===== config.mk =====
export PLATFORM = sky130hd
export DESIGN_NAME = slice_op_pipe_flat
export DESIGN_NICKNAME = d
export VERILOG_FILES = /design/src/rtl/slice_op_pkg.sv /design/src/rtl/slice_op_pipe_if.sv /design/src/rtl/slice_op_fifo.sv /design/src/rtl/slice_op_pipe.sv /design/src/flat_wrapper.sv
export SDC_FILE = /design/constraint.sdc
export NUM_CORES = 1
export LEC_CHECK = 0
export CAP_MARGIN = 20
export CORE_UTILIZATION = 45
export CTS_CLUSTER_SIZE = 16
export DETAILED_ROUTE_END_ITERATION = 12
export PLACE_DENSITY = 0.8
export SLEW_MARGIN = 20
export SYNTH_ARGS = -nofsm -noshare
export SYNTH_HDL_FRONTEND = slang
export SYNTH_HIERARCHICAL = 1
export SYNTH_SLANG_ARGS = --single-unit

===== constraint.sdc =====
create_clock -name clk -period 2.15 [get_ports clk]
set_input_delay 0.5375 -clock clk [delete_from_list [all_inputs] [get_ports clk]]
set_output_delay 0.5375 -clock clk [all_outputs]
set_load 0.005 [all_outputs]

===== src/rtl/slice_op_pkg.sv =====
// Shared types and field-index helpers for the slice-operation pipeline.
// Optional feature macro used by the top: SLICE_OP_PARITY_EN.
package slice_op_pkg;

    typedef enum logic [1:0] {
        MODE_STD  = 2'b00,
        MODE_XNOR = 2'b01,
        MODE_PASS = 2'b10,
        MODE_ACC  = 2'b11
    } mode_t;

    // Low bit of the first XOR operand field.
    function automatic int xor_a_lo();
        return 1;
    endfunction

    // Low bit of the second XOR operand field.
    function automatic int xor_b_lo(input int xor_w);
        return xor_w + 1;
    endfunction

    // Low bit of the invert source field.
    function automatic int inv_lo(input int xor_w);
        return 2 * xor_w + 1;
    endfunction

    // True when all source fields fit the input word and all result fields fit the output word.
    function automatic bit fields_fit(input int in_w, input int out_w, input int xor_w, input int inv_w);
        return (2 * xor_w + inv_w + 1 <= in_w) && (xor_w + inv_w <= out_w);
    endfunction

endpackage


===== src/rtl/slice_op_pipe_if.sv =====
// Input and output stream handshakes of the slice-operation pipeline.
// slave is the pipeline side, master is the producer/consumer side.
interface slice_op_pipe_if
    import slice_op_pkg::*;
#(
    parameter int IN_W  = 20,
    parameter int OUT_W = 10
);
    logic             in_valid;
    logic             in_ready;
    logic [IN_W-1:0]  in_data;
    mode_t            in_mode;
    logic             out_valid;
    logic             out_ready;
    logic [OUT_W-1:0] out_data;

    modport slave (
        input  in_valid, in_data, in_mode, out_ready,
        output in_ready, out_valid, out_data
    );

    modport master (
        output in_valid, in_data, in_mode, out_ready,
        input  in_ready, out_valid, out_data
    );
endinterface


===== src/rtl/slice_op_fifo.sv =====
// Count-based output FIFO. When empty the head output holds the last popped word
// (zero after reset), so the consumer never sees stale storage contents.
module slice_op_fifo #(
    parameter int WIDTH = 10,
    parameter int DEPTH = 2
) (
    input  logic                       clk,
    input  logic                       rst_n,
    input  logic                       push,
    input  logic [WIDTH-1:0]           push_data,
    input  logic                       pop,
    output logic [WIDTH-1:0]           head,
    output logic [$clog2(DEPTH+1)-1:0] level
);
    localparam int PTR_W = (DEPTH > 1) ? $clog2(DEPTH) : 1;
    localparam int LVL_W = $clog2(DEPTH + 1);
    localparam logic [PTR_W-1:0] LAST = PTR_W'(DEPTH - 1);

    logic [WIDTH-1:0] mem [DEPTH];
    logic [PTR_W-1:0] rd_ptr;
    logic [PTR_W-1:0] wr_ptr;
    logic [WIDTH-1:0] hold_q;

    // Storage array: data only, never reset.
    always_ff @(posedge clk) begin
        if (push) begin
            mem[wr_ptr] <= push_data;
        end
    end

    // Pointers, occupancy and last-popped word.
    always_ff @(posedge clk) begin
        if (!rst_n) begin
            rd_ptr <= '0;
            wr_ptr <= '0;
            level  <= '0;
            hold_q <= '0;
        end else begin
            if (push) begin
                wr_ptr <= (wr_ptr == LAST) ? '0 : wr_ptr + PTR_W'(1);
            end
            if (pop) begin
                rd_ptr <= (rd_ptr == LAST) ? '0 : rd_ptr + PTR_W'(1);
                hold_q <= mem[rd_ptr];
            end
            if (push && !pop) begin
                level <= level + LVL_W'(1);
            end else if (pop && !push) begin
                level <= level - LVL_W'(1);
            end
        end
    end

    assign head = (level != '0) ? mem[rd_ptr] : hold_q;

endmodule


===== src/rtl/slice_op_pipe.sv =====
// Two-stage slice-operation pipeline: stage 1 registers the accepted word, stage 2
// computes the XOR/invert/XNOR/pass/accumulate result straight into the output FIFO.
// Define SLICE_OP_PARITY_EN to add the out_parity port (^out_data).
module slice_op_pipe
    import slice_op_pkg::*;
#(
    parameter int IN_W  = 20,
    parameter int OUT_W = 10,
    parameter int XOR_W = 2,
    parameter int INV_W = 4,
    parameter int DEPTH = 2,
    parameter int CNT_W = 16
) (
    input  logic                       clk,
    input  logic                       rst_n,
    slice_op_pipe_if.slave             bus,
    input  logic                       acc_clr,
    output logic [$clog2(DEPTH+1)-1:0] fifo_level,
    output logic [CNT_W-1:0]           word_cnt
`ifdef SLICE_OP_PARITY_EN
    ,
    output logic                       out_parity
`endif
);
    localparam int LVL_W = $clog2(DEPTH + 1);
    localparam logic [LVL_W-1:0] DEPTH_L  = LVL_W'(DEPTH);
    localparam logic [OUT_W-1:0] XOR_MASK = OUT_W'((1 << XOR_W) - 1);

    if (!fields_fit(IN_W, OUT_W, XOR_W, INV_W) || DEPTH < 1) begin : g_bad_params
        $fatal(1, "slice_op_pipe: field widths do not fit IN_W/OUT_W or DEPTH < 1");
    end

    logic             vld_p1;
    logic [IN_W-1:0]  data_p1;
    mode_t            mode_p1;
    logic             adv_p1;
    logic             accept;
    logic             pop;
    logic [OUT_W-1:0] std_res;
    logic [OUT_W-1:0] res_p2;
    logic [OUT_W-1:0] acc_q;
    logic             unused_data_bits;

    assign pop          = bus.out_valid & bus.out_ready;
    assign adv_p1       = vld_p1 & ((fifo_level < DEPTH_L) | pop);
    assign bus.in_ready = rst_n & (!vld_p1 | adv_p1);
    assign accept       = bus.in_valid & bus.in_ready;
    assign bus.out_valid = (fifo_level != '0);

    // Upper input bits only matter in some modes; keep them visibly consumed.
    assign unused_data_bits = ^data_p1;

    // ---- stage 1: input register ----

    // Stage-1 occupancy.
    always_ff @(posedge clk) begin
        if (!rst_n) begin
            vld_p1 <= 1'b0;
        end else if (accept) begin
            vld_p1 <= 1'b1;
        end else if (adv_p1) begin
            vld_p1 <= 1'b0;
        end
    end

    // Stage-1 word and mode, captured on accept.
    always_ff @(posedge clk) begin
        if (accept) begin
            data_p1 <= bus.in_data;
            mode_p1 <= bus.in_mode;
        end
    end

    // ---- stage 2: compute into FIFO ----

    // Result selection; ACC clears before applying when acc_clr coincides.
    always_comb begin
        std_res = '0;
        for (int i = 0; i < XOR_W; i++) begin
            std_res[i] = data_p1[xor_a_lo() + i] ^ data_p1[xor_b_lo(XOR_W) + i];
        end
        for (int j = 0; j < INV_W; j++) begin
            std_res[XOR_W + j] = ~data_p1[inv_lo(XOR_W) + j];
        end
        res_p2 = std_res;
        unique case (mode_p1)
            MODE_STD:  res_p2 = std_res;
            MODE_XNOR: res_p2 = std_res ^ XOR_MASK;
            MODE_PASS: res_p2 = data_p1[OUT_W-1:0];
            MODE_ACC:  res_p2 = (acc_clr ? '0 : acc_q) ^ std_res;
            default:   res_p2 = std_res;
        endcase
    end

    // Running accumulator: follows ACC words entering the FIFO, or clears.
    always_ff @(posedge clk) begin
        if (!rst_n) begin
            acc_q <= '0;
        end else if (adv_p1 && mode_p1 == MODE_ACC) begin
            acc_q <= res_p2;
        end else if (acc_clr) begin
            acc_q <= '0;
        end
    end

    // Saturating count of popped words.
    always_ff @(posedge clk) begin
        if (!rst_n) begin
            word_cnt <= '0;
        end else if (pop && word_cnt != '1) begin
            word_cnt <= word_cnt + CNT_W'(1);
        end
    end

    slice_op_fifo #(
        .WIDTH (OUT_W),
        .DEPTH (DEPTH)
    ) u_fifo (
        .clk       (clk),
        .rst_n     (rst_n),
        .push      (adv_p1),
        .push_data (res_p2),
        .pop       (pop),
        .head      (bus.out_data),
        .level     (fifo_level)
    );

`ifdef SLICE_OP_PARITY_EN
    assign out_parity = ^bus.out_data;
`endif

endmodule


===== src/flat_wrapper.sv =====
// flat-port wrapper written by rule: the top's interface ports become plain ports
module slice_op_pipe_flat import slice_op_pkg::*;
#(
    parameter int IN_W  = 20,
    parameter int OUT_W = 10,
    parameter int XOR_W = 2,
    parameter int INV_W = 4,
    parameter int DEPTH = 2,
    parameter int CNT_W = 16
)
  (clk, rst_n, acc_clr, fifo_level, word_cnt, bus_in_valid, bus_in_data, bus_in_mode, bus_out_ready, bus_in_ready, bus_out_valid, bus_out_data);
  slice_op_pipe_if #(.IN_W(IN_W), .OUT_W(OUT_W)) bus_i ();
  input  logic clk;
  input  logic rst_n;
  input  logic acc_clr;
  output logic [$clog2(DEPTH+1)-1:0] fifo_level;
  output logic [CNT_W-1:0] word_cnt;
  input wire logic [$bits(bus_i.in_valid)-1:0] bus_in_valid;
  input wire logic [$bits(bus_i.in_data)-1:0] bus_in_data;
  input wire logic [$bits(bus_i.in_mode)-1:0] bus_in_mode;
  input wire logic [$bits(bus_i.out_ready)-1:0] bus_out_ready;
  output wire logic [$bits(bus_i.in_ready)-1:0] bus_in_ready;
  output wire logic [$bits(bus_i.out_valid)-1:0] bus_out_valid;
  output wire logic [$bits(bus_i.out_data)-1:0] bus_out_data;
  assign bus_i.in_valid = bus_in_valid;
  assign bus_i.in_data = bus_in_data;
  assign bus_i.in_mode = bus_in_mode;
  assign bus_i.out_ready = bus_out_ready;
  assign bus_in_ready = bus_i.in_ready;
  assign bus_out_valid = bus_i.out_valid;
  assign bus_out_data = bus_i.out_data;
  slice_op_pipe #(.IN_W(IN_W), .OUT_W(OUT_W), .XOR_W(XOR_W), .INV_W(INV_W), .DEPTH(DEPTH), .CNT_W(CNT_W)) u_core (.clk(clk), .rst_n(rst_n), .bus(bus_i), .acc_clr(acc_clr), .fifo_level(fifo_level), .word_cnt(word_cnt));
endmodule

==> results.sh <==
export IMPL_status="finished with violations"
export IMPL_violations="negative setup slack"
export IMPL_slew_violations=0
export IMPL_drive_gt1_share_pct=16.8
export IMPL_n_fill_cell=563
export IMPL_hp_class="flop to flop"
export IMPL_grt_pass1_wl_microns=11600
export IMPL_rsz0062_at_grt="true"
export IMPL_antenna_cells=0
export IMPL_path_cells="buf_6 -> mux2i_2 -> a21oi_1 -> clkdlybuf4s50_1"
export IMPL_design_area_sq_um=4250
export IMPL_layout_nets=405
export IMPL_core_area_sq_um=6870
export IMPL_switching_share_pct=30.7
export IMPL_ys_seq_area_share_pct=55.6
export IMPL_synth_top_cell_area_share_pct=29.7
export IMPL_hold_violations=0
export IMPL_routedWlPerCell_microns=14.8
export IMPL_slowest_delay_ns=0.50
export IMPL_clockBufferDepth=2
export IMPL_design_portCount=57
export IMPL_num_vias=2558
export IMPL_p_per_area_nw_per_um2=1000
export IMPL_rows=30
export IMPL_p_switching_mw=1.31
export IMPL_setup_slack_ns=-0.0362
export IMPL_drt_iter0_markers=139
export IMPL_top_usage_layer="met2"
export IMPL_syn_inst=309
export IMPL_grt_max_degree=23
export IMPL_synth_area_top_cells="edfxtp_1 30%, dfxtp_1 26%, a21oi_1 6.5%"
export IMPL_yosys_area_top_type="edfxtp_1"
export IMPL_die_area_sq_um=7540
export IMPL_placed_area_sq_um=3930
export IMPL_netlist_area_sq_um=3240
export IMPL_area_growth_pct=31.1
export IMPL_via_per_inst=5.36
export IMPL_end_kind="output port"
export IMPL_crit_type="flop to output port"
export IMPL_avgSynthCellArea_sq_um=10.5
export IMPL_grt_pass1_vias=2452
export IMPL_max_cap_viol_count=0
export IMPL_met1_usage_pct=24.7
export IMPL_antenna_found_initial=0
export IMPL_final_common_cell="a21oi_1"
export IMPL_timing_worst_slew_pin_value_ns=0.911
export IMPL_grtUsageMet2_pct=34.1
export IMPL_pre_cts_ws_ns=-0.346
export IMPL_final_cell_mix="42 x a21oi_1, 39 x dfxtp_1, 34 x clkdlybuf4s50_1, 32 x edfxtp_1, 21 x buf_4"
export IMPL_grt_total_usage_pct=20.8
export IMPL_critPathBufInv=2
export IMPL_yosys_warnings=6
export IMPL_cts_hold_buf=0
export IMPL_cts_tree="done"
export IMPL_overflow=0
export IMPL_finalCritPeriodShare_pct=102
export IMPL_worstPathRequired_ns=1.61
export IMPL_clk_pin_slew_ns=0.08
export IMPL_clock_skew_ns=0.00783
export IMPL_drt_first_pass_iters=4
export IMPL_die_y_microns=86.8
export IMPL_ctsRootBufferMaster="clkbuf_8"
export IMPL_critPathLaunchType="flop"
export IMPL_internal_power_mw=2.95
export IMPL_max_slew_margin_pct=39.1
export IMPL_io_buffers=46
export IMPL_numClockSinks=74
export IMPL_leakage_nw=1.53
export IMPL_synth_fp_nets=338
export IMPL_drc=0
export IMPL_p_clk_share_pct=26.2
export IMPL_hpwl_microns=4550
export IMPL_vdd_ir_drop_max_uv=482
export IMPL_fmax_ghz=0.457
export IMPL_initial_core_util_pct=47.2
export IMPL_arrival_ns=1.65
export IMPL_routed_wl_microns=7070
export IMPL_final_setup_viol_count=1
export IMPL_crit_path_top_delay_cell="clkdlybuf4s50_1"
export IMPL_path_delay_family="buffers and inverters"
export IMPL_comb_power_share_pct=33.2
export IMPL_final_min_clock_period_ns=2.19
export IMPL_h_tree_depth=3
export IMPL_power_frac_seq_pct=40.6
export IMPL_numCtsBuffers=9
export IMPL_r2r_slack_ns=0.20
export IMPL_globalRouteMet3Util_pct=6.00
export IMPL_gp_congestion=0.772
export IMPL_crit_path_max_fanout=5
export IMPL_drtAntennaViolNets=0
export IMPL_clock_latency_ns=0.35
export IMPL_synth_cell_types=42
export IMPL_die_x_microns=86.8
export IMPL_ys_ff_latch=74
## worst paths after layout
kind / start / to / cells past startpoint
max: flop / bus_out_data[5] / 4
min: u_core/acc_q[6]$_SDFF_PN0_ / u_core/acc_q[6]$_SDFF_PN0_ / 1
max reg2reg: u_core/word_cnt[0]$_SDFFE_PN0P_ / u_core/word_cnt[15]$_SDFFE_PN0P_ / 5
min reg2reg: u_core/acc_q[6]$_SDFF_PN0_ / u_core/acc_q[6]$_SDFF_PN0_ / 1
## cell usage after synthesis
cell       count
a21oi_1       42
dfxtp_1       42
edfxtp_1      32
o21ai_0       19
mux2i_1       17
nor2_1        16
nand2_1       13
clkbuf_1      11
inv_1          8
nand2b_1       8
o31ai_1        8
or4_1          8
nor2b_1        7
and2_1         6
nand3b_1       6
nand4_1        5
or3_1          5
xor2_1         5
a211oi_1       4
a21boi_0       4
buf_2          4
nand3_1        4
nor3b_1        4
o2bb2ai_1      4
or2_2          4
and3_1         3
and4_1         2
ha_1           2
nor4_1         2
xnor2_1        2
a21boi_1       1
a21o_1         1
and4bb_2       1
buf_1          1
buf_4          1
clkinv_1       1
mux2_2         1
o2111ai_1      1
o21a_1         1
o21ai_2        1
or2b_1         1
or4_4          1
## per-layer routing
| layer | up-vias | wire [microns] | part of all wire, % |
|---|---|---|---|
| li1 | 1269 | - | - |
| met1 | 1197 | 3090 | 44 |
| met2 | 78 | 3480 | 49 |
| met3 | 14 | 316 | 4.5 |
| met4 | 0 | 178 | 2.5 |
| met5 | - | 0 | 0 |
## power by group through the flow
stage / registers (mW) / clock network, mW / logic (mW)
after floorplan: 1.72 / 0 / 0.676
after global placement: 1.71 / 0 / 1.31
after detailed placement: 1.72 / 0 / 1.35
after CTS: 1.72 / 1.15 / 1.38
after global routing: 1.74 / 1.22 / 1.56
final: 1.73 / 1.11 / 1.41
## cell type report
class / count / area [sq um] / share of cell area [%]
clock buffer: 9 / 124 / 2.92
clock inverter: 7 / 85.1 / 2.00
inverter: 9 / 33.8 / 0.796
multi-input combinational: 211 / 1390 / 32.8
sequential: 74 / 1810 / 42.6
tap: 96 / 120 / 2.83
timing repair buffer: 71 / 678 / 16.0
## through the flow
step	util (%)	cells	total power [mW]	hold slack, ns	TNS [ns]
after global placement	57.2	455	3.01	0.461	-4.65
final	61.8	477	4.25	0.476	-0.0362
after global routing	61.8	477	4.52	0.489	-0.144
after floorplan	-	309	2.40	0.457	0
after CTS	61.1	475	4.25	0.476	-0.196
after detailed placement	57.2	455	3.07	0.465	-5.64
## flip-flops by register name, summed over array words and instances, names as in the netlist, named ones only
signal / count
u_core/u_fifo/mem: 20
u_core/word_cnt: 16
u_core/acc_q: 10
u_core/data_p1: 10
u_core/u_fifo/hold_q: 10
u_core/mode_p1: 2
u_core/u_fifo/level: 2
u_core/u_fifo/rd_ptr: 1
u_core/u_fifo/wr_ptr: 1
u_core/vld_p1: 1
## worst reg2reg max path, delay by kind of cell, from the launching register on
| family | cells | cell delay (ns) |
|---|---|---|
| fa+ha+maj | 1 | 0.23 |
| flops | 1 | 0.33 |
| simple gates | 3 | 1.16 |
| compound gates | 1 | 0.16 |
## cell families (layout without fill, tap and decap cells)
| kind of cell | after synthesis | count (layout) | share of synthesized area (%) |
|---|---|---|---|
| AND/OR/NAND/NOR | 96 | 98 | 17.4 |
| AO/OA/AOI/OAI | 86 | 86 | 15.5 |
| flip-flops | 74 | 74 | 55.6 |
| buffers and inverters | 26 | 96 | 3.28 |
| multiplexers | 18 | 18 | 5.60 |
| XOR/XNOR | 7 | 7 | 1.89 |
| adder cells (fa/ha/maj) | 2 | 2 | 0.772 |
## timing repair
action / CTS / global route
endpoints found under the hold margin: 0 / 0
cloned: 3 / 0
setup buffers: 1 / 2
pin swaps: 1 / 1
setup endpoints to repair: 11 / 17
gates resized for setup: 22 / 14
(Power assumes the default switching activity.)
